[src/rtl/a2d_pkg.sv]
// Shared types and command format for the A2D conversion scheduler.
package a2d_pkg;

    typedef enum logic [1:0] {LFT, RGHT, BATT} chan_t;

    typedef enum logic [2:0] {IDLE, CMD, GAP, RD, UPD} state_t;

    localparam logic [1:0]  CMD_PFX = 2'b00;
    localparam logic [10:0] CMD_PAD = 11'h000;

    function automatic logic [15:0] a2d_cmd(input logic [2:0] chn);
        return {CMD_PFX, chn, CMD_PAD};
    endfunction

endpackage

[src/rtl/spi_mstr16.sv]
// 16-bit SPI master, MSB first, SCLK idles high.
// MOSI shifts on SCLK fall, MISO is captured in the first high cycle.
module spi_mstr16 #(
    parameter int SCLK_DIV = 32
) (
    input  logic        clk,
    input  logic        rst,
    input  logic        wrt,
    input  logic [15:0] cmd,
    input  logic        MISO,
    output logic        done,
    output logic [15:0] rx,
    output logic        SS_n,
    output logic        SCLK,
    output logic        MOSI
);

    localparam int PW = $clog2(SCLK_DIV);
    localparam logic [PW-1:0] PH_RISE = PW'(SCLK_DIV / 2);
    localparam logic [PW-1:0] PH_LAST = PW'(SCLK_DIV - 1);

    logic          act_q, act_d;
    logic [PW-1:0] ph_q, ph_d;
    logic [3:0]    bit_q, bit_d;
    logic [15:0]   sh_q, sh_d;
    logic          smp_q, smp_d;
    logic          done_q, done_d;

    always_comb begin
        act_d  = act_q;
        ph_d   = ph_q;
        bit_d  = bit_q;
        sh_d   = sh_q;
        smp_d  = smp_q;
        done_d = 1'b0;
        if (wrt) begin
            act_d = 1'b1;
            ph_d  = '0;
            bit_d = '0;
            sh_d  = cmd;
        end else if (act_q) begin
            if (ph_q == PH_RISE) smp_d = MISO;
            if (ph_q == PH_LAST) begin
                ph_d  = '0;
                sh_d  = {sh_q[14:0], smp_q};
                bit_d = bit_q + 4'd1;
                if (bit_q == 4'd15) begin
                    act_d  = 1'b0;
                    done_d = 1'b1;
                end
            end else begin
                ph_d = ph_q + 1'b1;
            end
        end
    end

    always_ff @(posedge clk or posedge rst) begin
        if (rst) begin
            act_q  <= 1'b0;
            ph_q   <= '0;
            bit_q  <= '0;
            sh_q   <= '0;
            smp_q  <= 1'b0;
            done_q <= 1'b0;
        end else begin
            act_q  <= act_d;
            ph_q   <= ph_d;
            bit_q  <= bit_d;
            sh_q   <= sh_d;
            smp_q  <= smp_d;
            done_q <= done_d;
        end
    end

    assign SS_n = ~act_q;
    assign SCLK = ~act_q | (ph_q >= PH_RISE);
    assign MOSI = act_q & sh_q[15];
    assign done = done_q;
    assign rx   = sh_q;

endmodule

[src/rtl/a2d_sched.sv]
// Round-robin A2D scheduler: each request converts the next channel
// with a command frame followed by a read frame.
module a2d_sched
    import a2d_pkg::*;
#(
    parameter int         SCLK_DIV = 32,
    parameter logic [2:0] CH_LFT   = 3'd0,
    parameter logic [2:0] CH_RGHT  = 3'd4,
    parameter logic [2:0] CH_BATT  = 3'd5
) (
    input  logic        clk,
    input  logic        rst,
    input  logic        nxt,
    input  logic        MISO,
    output logic        SS_n,
    output logic        SCLK,
    output logic        MOSI,
    output logic [11:0] lft_ld,
    output logic [11:0] rght_ld,
    output logic [11:0] batt,
    output logic        busy,
    output logic        cnv_done
);

    state_t      state_q, state_d;
    chan_t       ptr_q, ptr_d, ch_q, ch_d;
    logic        pend_q, pend_d;
    logic        wrt_q, wrt_d;
    logic [11:0] lft_q, lft_d, rght_q, rght_d, batt_q, batt_d;
    logic [2:0]  chn;
    logic [15:0] cmd, rx;
    logic        done;
    logic        rx_unused;

    always_comb begin
        unique case (ch_q)
            LFT:     chn = CH_LFT;
            RGHT:    chn = CH_RGHT;
            BATT:    chn = CH_BATT;
            default: chn = CH_LFT;
        endcase
    end

    assign cmd       = a2d_cmd(chn);
    assign rx_unused = ^rx[15:12];

    always_comb begin
        state_d = state_q;
        ptr_d   = ptr_q;
        ch_d    = ch_q;
        pend_d  = pend_q;
        wrt_d   = 1'b0;
        lft_d   = lft_q;
        rght_d  = rght_q;
        batt_d  = batt_q;
        if (nxt && state_q != IDLE) pend_d = 1'b1;
        unique case (state_q)
            IDLE: if (nxt || pend_q) begin
                ch_d    = ptr_q;
                pend_d  = 1'b0;
                wrt_d   = 1'b1;
                state_d = CMD;
            end
            // second write is registered so it lands in the GAP cycle
            CMD: if (done) begin
                wrt_d   = 1'b1;
                state_d = GAP;
            end
            GAP: state_d = RD;
            RD: if (done) begin
                unique case (ch_q)
                    LFT:     lft_d  = rx[11:0];
                    RGHT:    rght_d = rx[11:0];
                    BATT:    batt_d = rx[11:0];
                    default: lft_d  = lft_q;
                endcase
                state_d = UPD;
            end
            UPD: begin
                unique case (ptr_q)
                    LFT:     ptr_d = RGHT;
                    RGHT:    ptr_d = BATT;
                    default: ptr_d = LFT;
                endcase
                state_d = IDLE;
            end
            default: state_d = IDLE;
        endcase
    end

    always_ff @(posedge clk or posedge rst) begin
        if (rst) begin
            state_q <= IDLE;
            ptr_q   <= LFT;
            ch_q    <= LFT;
            pend_q  <= 1'b0;
            wrt_q   <= 1'b0;
            lft_q   <= 12'h000;
            rght_q  <= 12'h000;
            batt_q  <= 12'hFFF;
        end else begin
            state_q <= state_d;
            ptr_q   <= ptr_d;
            ch_q    <= ch_d;
            pend_q  <= pend_d;
            wrt_q   <= wrt_d;
            lft_q   <= lft_d;
            rght_q  <= rght_d;
            batt_q  <= batt_d;
        end
    end

    spi_mstr16 #(.SCLK_DIV(SCLK_DIV)) u_spi (
        .clk  (clk),
        .rst  (rst),
        .wrt  (wrt_q),
        .cmd  (cmd),
        .MISO (MISO),
        .done (done),
        .rx   (rx),
        .SS_n (SS_n),
        .SCLK (SCLK),
        .MOSI (MOSI)
    );

    assign lft_ld   = lft_q;
    assign rght_ld  = rght_q;
    assign batt     = batt_q;
    assign busy     = (state_q != IDLE);
    assign cnv_done = (state_q == UPD);

endmodule

[config.mk]
export PLATFORM = sky130hd
export DESIGN_NAME = a2d_sched
export DESIGN_NICKNAME = d
export VERILOG_FILES = /design/src/rtl/a2d_pkg.sv /design/src/rtl/spi_mstr16.sv /design/src/rtl/a2d_sched.sv
export SDC_FILE = /design/constraint.sdc
export NUM_CORES = 1
export LEC_CHECK = 0
export CAP_MARGIN = 20
export CORE_MARGIN = 5
export CORE_UTILIZATION = 52
export CTS_BUF_LIST = sky130_fd_sc_hd__clkbuf_4
export CTS_CLUSTER_DIAMETER = 150
export DETAILED_ROUTE_END_ITERATION = 12
export GPL_TIMING_DRIVEN = 0
export HOLD_SLACK_MARGIN = 0.03
export PLACE_DENSITY_LB_ADDON = 0.2
export SLEW_MARGIN = 20
export SYNTH_ARGS = -nofsm -noshare
export SYNTH_HDL_FRONTEND = slang
export SYNTH_SLANG_ARGS = --single-unit
[constraint.sdc]
create_clock -name clk -period 4.3 [get_ports clk]
set_input_delay 1.075 -clock clk [delete_from_list [all_inputs] [get_ports clk]]
set_output_delay 1.075 -clock clk [all_outputs]
set_load 0.01 [all_outputs]
## After elaboration in Yosys (flattened, before gate mapping)

Cells that the tools add are included.

- Output and inout bits: 41
- Word-level logic and storage cells: 78
- Bits in registers: 73

- Equal/unequal tests: 13
- Bitwise gates (word level): 4
- Add/subtract/negate cells: 2
- Multiplexer cells: 29
- Reductions and logical operators: 15
- Magnitude comparators: 1

Operators by type and width:

| kind | count |
|---|---|
| 16-bit 2-to-1 mux | 3 |
| 5-bit 2-to-1 mux | 3 |
| 3-bit AND reduction | 5 |
| 1-bit 2-to-1 mux | 13 |
| 4-bit 2-to-1 mux | 3 |
| 3-bit one-hot mux with 4 select lines | 1 |
| 5-bit == test, second input constant | 2 |
| 3-bit 2-to-1 mux | 3 |
| 3-bit by 2-bit == test with 1-bit output, second input constant | 2 |
| 3-bit one-hot mux with 2 select lines | 1 |
| 5-bit by 1-bit adder with 5-bit output, second input constant | 1 |
| 5-bit greater-or-equal comparator, second input constant | 1 |
| 4-bit by 1-bit adder with 4-bit output, second input constant | 1 |
| 2-bit by 1-bit == test with 1-bit output, second input constant | 2 |
| 4-bit == test, second input constant | 1 |
| 2-bit logical NOT | 2 |
| 2-bit by 1-bit != test with 1-bit output, second input constant | 2 |
| 2-bit one-hot mux with 2 select lines | 1 |
| 2-bit AND reduction | 2 |
| 2-bit nonzero test | 2 |
| 3-bit by 1-bit == test with 1-bit output, second input constant | 1 |
| 3-bit == test, second input constant | 1 |
| 3-bit logical NOT | 1 |
| 3-bit nonzero test | 1 |
| 8 further kinds | 9 |

## Longest topological paths before layout

- Word-level depth: 5
- Depth in mapped cells: 9
- Gate-level depth less buffers: 6

## Hierarchy

Synthesis repeated with hierarchy kept, for this count alone.

- Cell total of the unflattened synthesis: 250
- Area total of the unflattened synthesis: 3,251.9 µm²

Modules (own cells, without submodules):

| module | area each (µm²) | times used | cells an instance |
|---|---|---|---|
| a2d_sched | 1,900.6 | 1 | 116 |
| spi_mstr16 | 1,351.3 | 1 | 134 |

## Least setup slack after synthesis

No wires, ideal clock.

- Kind: register to output
- From: register state_q[1]
- To: output port cnv_done
- Buffers on the path: 0
- Arrival time: 1.029 ns
- Cell stages (with the launch flop): 3
- Path slack: 2.196 ns
- Cells stage by stage: dfrtp_1 or3b_2 inv_1

- Longest elaborated chain between the ends: 1

Ends and longest elaborated chain:

| what | line | RTL |
|---|---|---|
| start: declaration | a2d_sched.sv:25 | `state_t state_q, state_d;` |
| start signal: assignment | a2d_sched.sv:102 | `state_q <= state_d;` |
| 3-bit == test | a2d_sched.sv:130 | `assign cnv_done = (state_q == UPD);` |
| end: declaration | a2d_sched.sv:22 | `output logic cnv_done` |

No other way between the ends.

## Final worst setup path

Same ends and word-level chain as after synthesis.

==> results.txt <==
Terminus of the critical flop-to-flop path = u_spi.bit_q[1]$_DFFE_PP0P_
Actual transition at the worst max-transition pin = 0.500 ns
Kind of end point of the critical path = primary output
CTS Buf Count = 9
Commonest cells after routing, fill and taps aside = 61 x sky130_fd_sc_hd__dfrtp_1, 44 x sky130_fd_sc_hd__clkdlybuf4s50_1, 35 x sky130_fd_sc_hd__nand2_1, 30 x sky130_fd_sc_hd__mux2_4, 20 x sky130_fd_sc_hd__a21oi_1
Min Hold Slack = 0.502 ns
Final #Nets = 314
Worst Hold Path EP = pend_q$_DFF_PP0_
DIE HEIGHT = 88.2 µm
Critical path data arrival time = 2.02 ns
Count of unique library cells instantiated by Yosys = 36
Yosys reg bits = 73
Worst-case vdd ir drop = 0.000210 V
Core Footprint = 0.00592 mm²
Setup fix buffers added after clock tree synthesis = 0
Number of DRC markers in iteration 0 = 112
Floorplan row count = 28
Share of post-route cells with drive strength above 1 = 26.4%
First-pass GRT wire length = 9.83 mm
CTS hold repair buffers = 0
Post-synthesis to final-layout area growth = 21.9%
Class of the most critical setup path = register to primary output
Detailed-route vias per instance = 5.16
Number of diodes = 0
Detailed Route WL = 5.74 mm
Setup total negative slack = 0 ns
Setup Skew = 0.0141 ns
Weighted congestion at the end of routability-driven global placement = 0.744
Pin count of the biggest net entering global routing = 46
Clock sink total = 73
Vias in the first global route = 1995
Number of standard cells after synthesis = 246
Worst R2R Setup Slack = 2.21 ns
Root Buffer Master = sky130_fd_sc_hd__clkbuf_4
Total of fill cells in the finished design = 449
Met3 demand-to-capacity share in global routing = 3.20%
Unrepaired setup endpoints after global routing = no
Share of the clock period used by the worst path = 71.9%
Final max-slew violation count = 0
Via count = 1973
Die footprint = 0.00777 mm²
Die width = 88.2 µm
Relative max-transition margin = 66.7%
Met1 track demand over resource in global routing = 23.3%
HP Start = pend_q$_DFF_PP0_
Initial standard-cell utilization of the core = 53.7%
Most common cell after layout, fill and taps aside = sky130_fd_sc_hd__dfrtp_1
CTS H-Tree Depth = 3
Sequential element share of the synthesized area = 58.0%
Storage element area = 0.00184 mm²
Final setup fails = 0
Final routed DRC violation total = 0
Static Leakage = 1.88 nW
Summed instance area of the synthesized netlist = 0.00318 mm²
Worst r2r path cells = 9
Insertion delay to the later sink of the worst-skew pair = 0.42 ns
Type of element launching the critical path = register
Global route hottest layer = met2
Global-route usage over all layers = 16.6%
Time the final worst path needs with I/O delays and setup = 3.09 ns
Initial antenna violation count = 0
Count of maximum capacitance violations = 0
Max Clk Rate = 323 MHz
Buffer levels on the longest clock path = 2
Post-route antenna net violation count = 0
TritonCTS clock tree = built
Average detailed-routed wire length per instance = 15.0 µm
Estimated wirelength of the detail-placed design = 3.97 mm
Synthesized netlist net count = 258
Hold path depth = 1
I/O pins = 45
Grt ovf = 0
P per Cell Area = 292 mW/mm²
Synthesized area per cell = 12.9 µm²
Count of instances resized after the clock tree is built = 0
Area used by multi-input combinational logic = 0.00124 mm²
Endpoints failing hold = 0
Class of the tightest hold or removal check = register to register
Peak fanout along the critical path = 6
Clock-pin slew on the worst setup and hold paths = 0.12 ns
Warnings, synthesis = 0
Port Buffers = 44
Met2 usage in global routing = 24.8%
First drt pass iteration count = 4
Launching point of the worst reg2reg path = u_spi.ph_q[0]$_DFFE_PP0P_
Result of the run = completed
Worst path required time = 3.22 ns
[area by class of cell]
cell class              instances  area share (%)
well taps                      75            2.42
clock buffers                   9            1.74
clock inverters                 7            1.84
plain buffers                  12            1.91
flip-flops and latches         73            47.5
repair buffers                 45            11.9
inverters                       7           0.743
multi-input cells             154            31.9
[through the flow]
step	std cells	setup slack, ns	utilization [%]	power (mW)	cell area, µm²
3_3_place_gp	365	0.228	62.7	0.719	3710
6_report	382	1.21	65.4	1.13	3870
3_5_place_dp	366	1.67	63.1	0.722	3730
4_1_cts	382	1.18	65.4	1.14	3870
5_1_grt	382	1.16	65.4	1.17	3870
2_1_floorplan	246	1.39	-	0.712	3180
[metal layers]
layer | vias to the layer above | part of all wire (%)
met4 | 0 | 1.8
met1 | 965 | 49
met5 | - | 0
li1 | 958 | -
met2 | 40 | 45
met3 | 10 | 4.4
[flip-flops by register name (all words and copies together) (netlist names)]
register and flops:
u_spi.ph_q 5, u_spi.act_q 1, batt 12, ch_q 2, pend_q 1, u_spi.smp_q 1
state_q 3, u_spi.rx 16, rght_ld 12, lft_ld 12, ptr_q 2, u_spi.done 1
u_spi.bit_q 4, wrt_q 1
[worst max-delay path, stage by stage, from the launching register on]
cell and delay [ns]:
sky130_fd_sc_hd__dfrtp_1 0.46, sky130_fd_sc_hd__or3b_2 0.54, sky130_fd_sc_hd__inv_1 0.08, sky130_fd_sc_hd__clkdlybuf4s50_1 0.53
[synth_stat cells]
master,number,area (µm²)
sky130_fd_sc_hd__clkbuf_1,4,15.0
sky130_fd_sc_hd__and3_1,1,6.26
sky130_fd_sc_hd__nand3_1,5,25.0
sky130_fd_sc_hd__o32ai_1,1,8.76
sky130_fd_sc_hd__and4b_4,1,13.8
sky130_fd_sc_hd__nor4bb_1,1,10.0
sky130_fd_sc_hd__mux2_4,30,450
sky130_fd_sc_hd__dfrtp_1,61,1530
sky130_fd_sc_hd__xor2_1,2,17.5
sky130_fd_sc_hd__nand2b_1,1,6.26
sky130_fd_sc_hd__xnor2_1,1,8.76
sky130_fd_sc_hd__nor3b_1,2,15.0
sky130_fd_sc_hd__ha_1,8,100
sky130_fd_sc_hd__nand2_4,3,33.8
sky130_fd_sc_hd__nor4b_1,1,8.76
sky130_fd_sc_hd__o21ai_0,5,25.0
sky130_fd_sc_hd__or3b_2,1,8.76
sky130_fd_sc_hd__inv_1,7,26.3
sky130_fd_sc_hd__buf_6,3,33.8
sky130_fd_sc_hd__a21o_1,3,22.5
sky130_fd_sc_hd__nand2_1,35,131
sky130_fd_sc_hd__or3_1,2,12.5
sky130_fd_sc_hd__and2_1,2,12.5
sky130_fd_sc_hd__mux2i_1,3,30.0
sky130_fd_sc_hd__a221oi_1,1,8.76
sky130_fd_sc_hd__nand4_1,1,6.26
sky130_fd_sc_hd__nand3b_1,1,7.51
sky130_fd_sc_hd__buf_2,5,25.0
sky130_fd_sc_hd__a31oi_1,1,6.26
sky130_fd_sc_hd__nor3_1,2,10.0
sky130_fd_sc_hd__mux2_2,9,101
sky130_fd_sc_hd__nor2_1,9,33.8
sky130_fd_sc_hd__a21oi_1,20,100
sky130_fd_sc_hd__o21a_1,1,7.51
sky130_fd_sc_hd__dfstp_2,12,315
sky130_fd_sc_hd__or4_1,1,7.51
[power by group]
part	switching [mW]	internal [mW]
Combinational	0.0139	0.00513
Sequential	0.000834	0.688
Clock	0.248	0.176
Total	0.262	0.869
[worst max path at each step]
stage | start | endpoint | slack, ns | cells after the start
final | state_q[1]$_DFFE_PP0P_ | cnv_done | 1.21 | 3
after floorplan | rst | ch_q[0]$_DFFE_PP0P_ | 1.39 | 1
after detailed placement | state_q[1]$_DFFE_PP0P_ | cnv_done | 1.67 | 3
after CTS | state_q[1]$_DFFE_PP0P_ | cnv_done | 1.18 | 3
after global routing | state_q[1]$_DFFE_PP0P_ | cnv_done | 1.16 | 3
after global placement | rst | u_spi.ph_q[1]$_DFFE_PP0P_ | 0.23 | 2
[kinds of logic after synthesis]
group	synth area share [%]
flops	58.0
simple gates	11.0
mux	18.3
compound gates	5.63
buf+inv	3.15
fa+ha+maj	3.15
xor+xnor	0.827
Note: power is estimated with default switching activity, not from simulation.
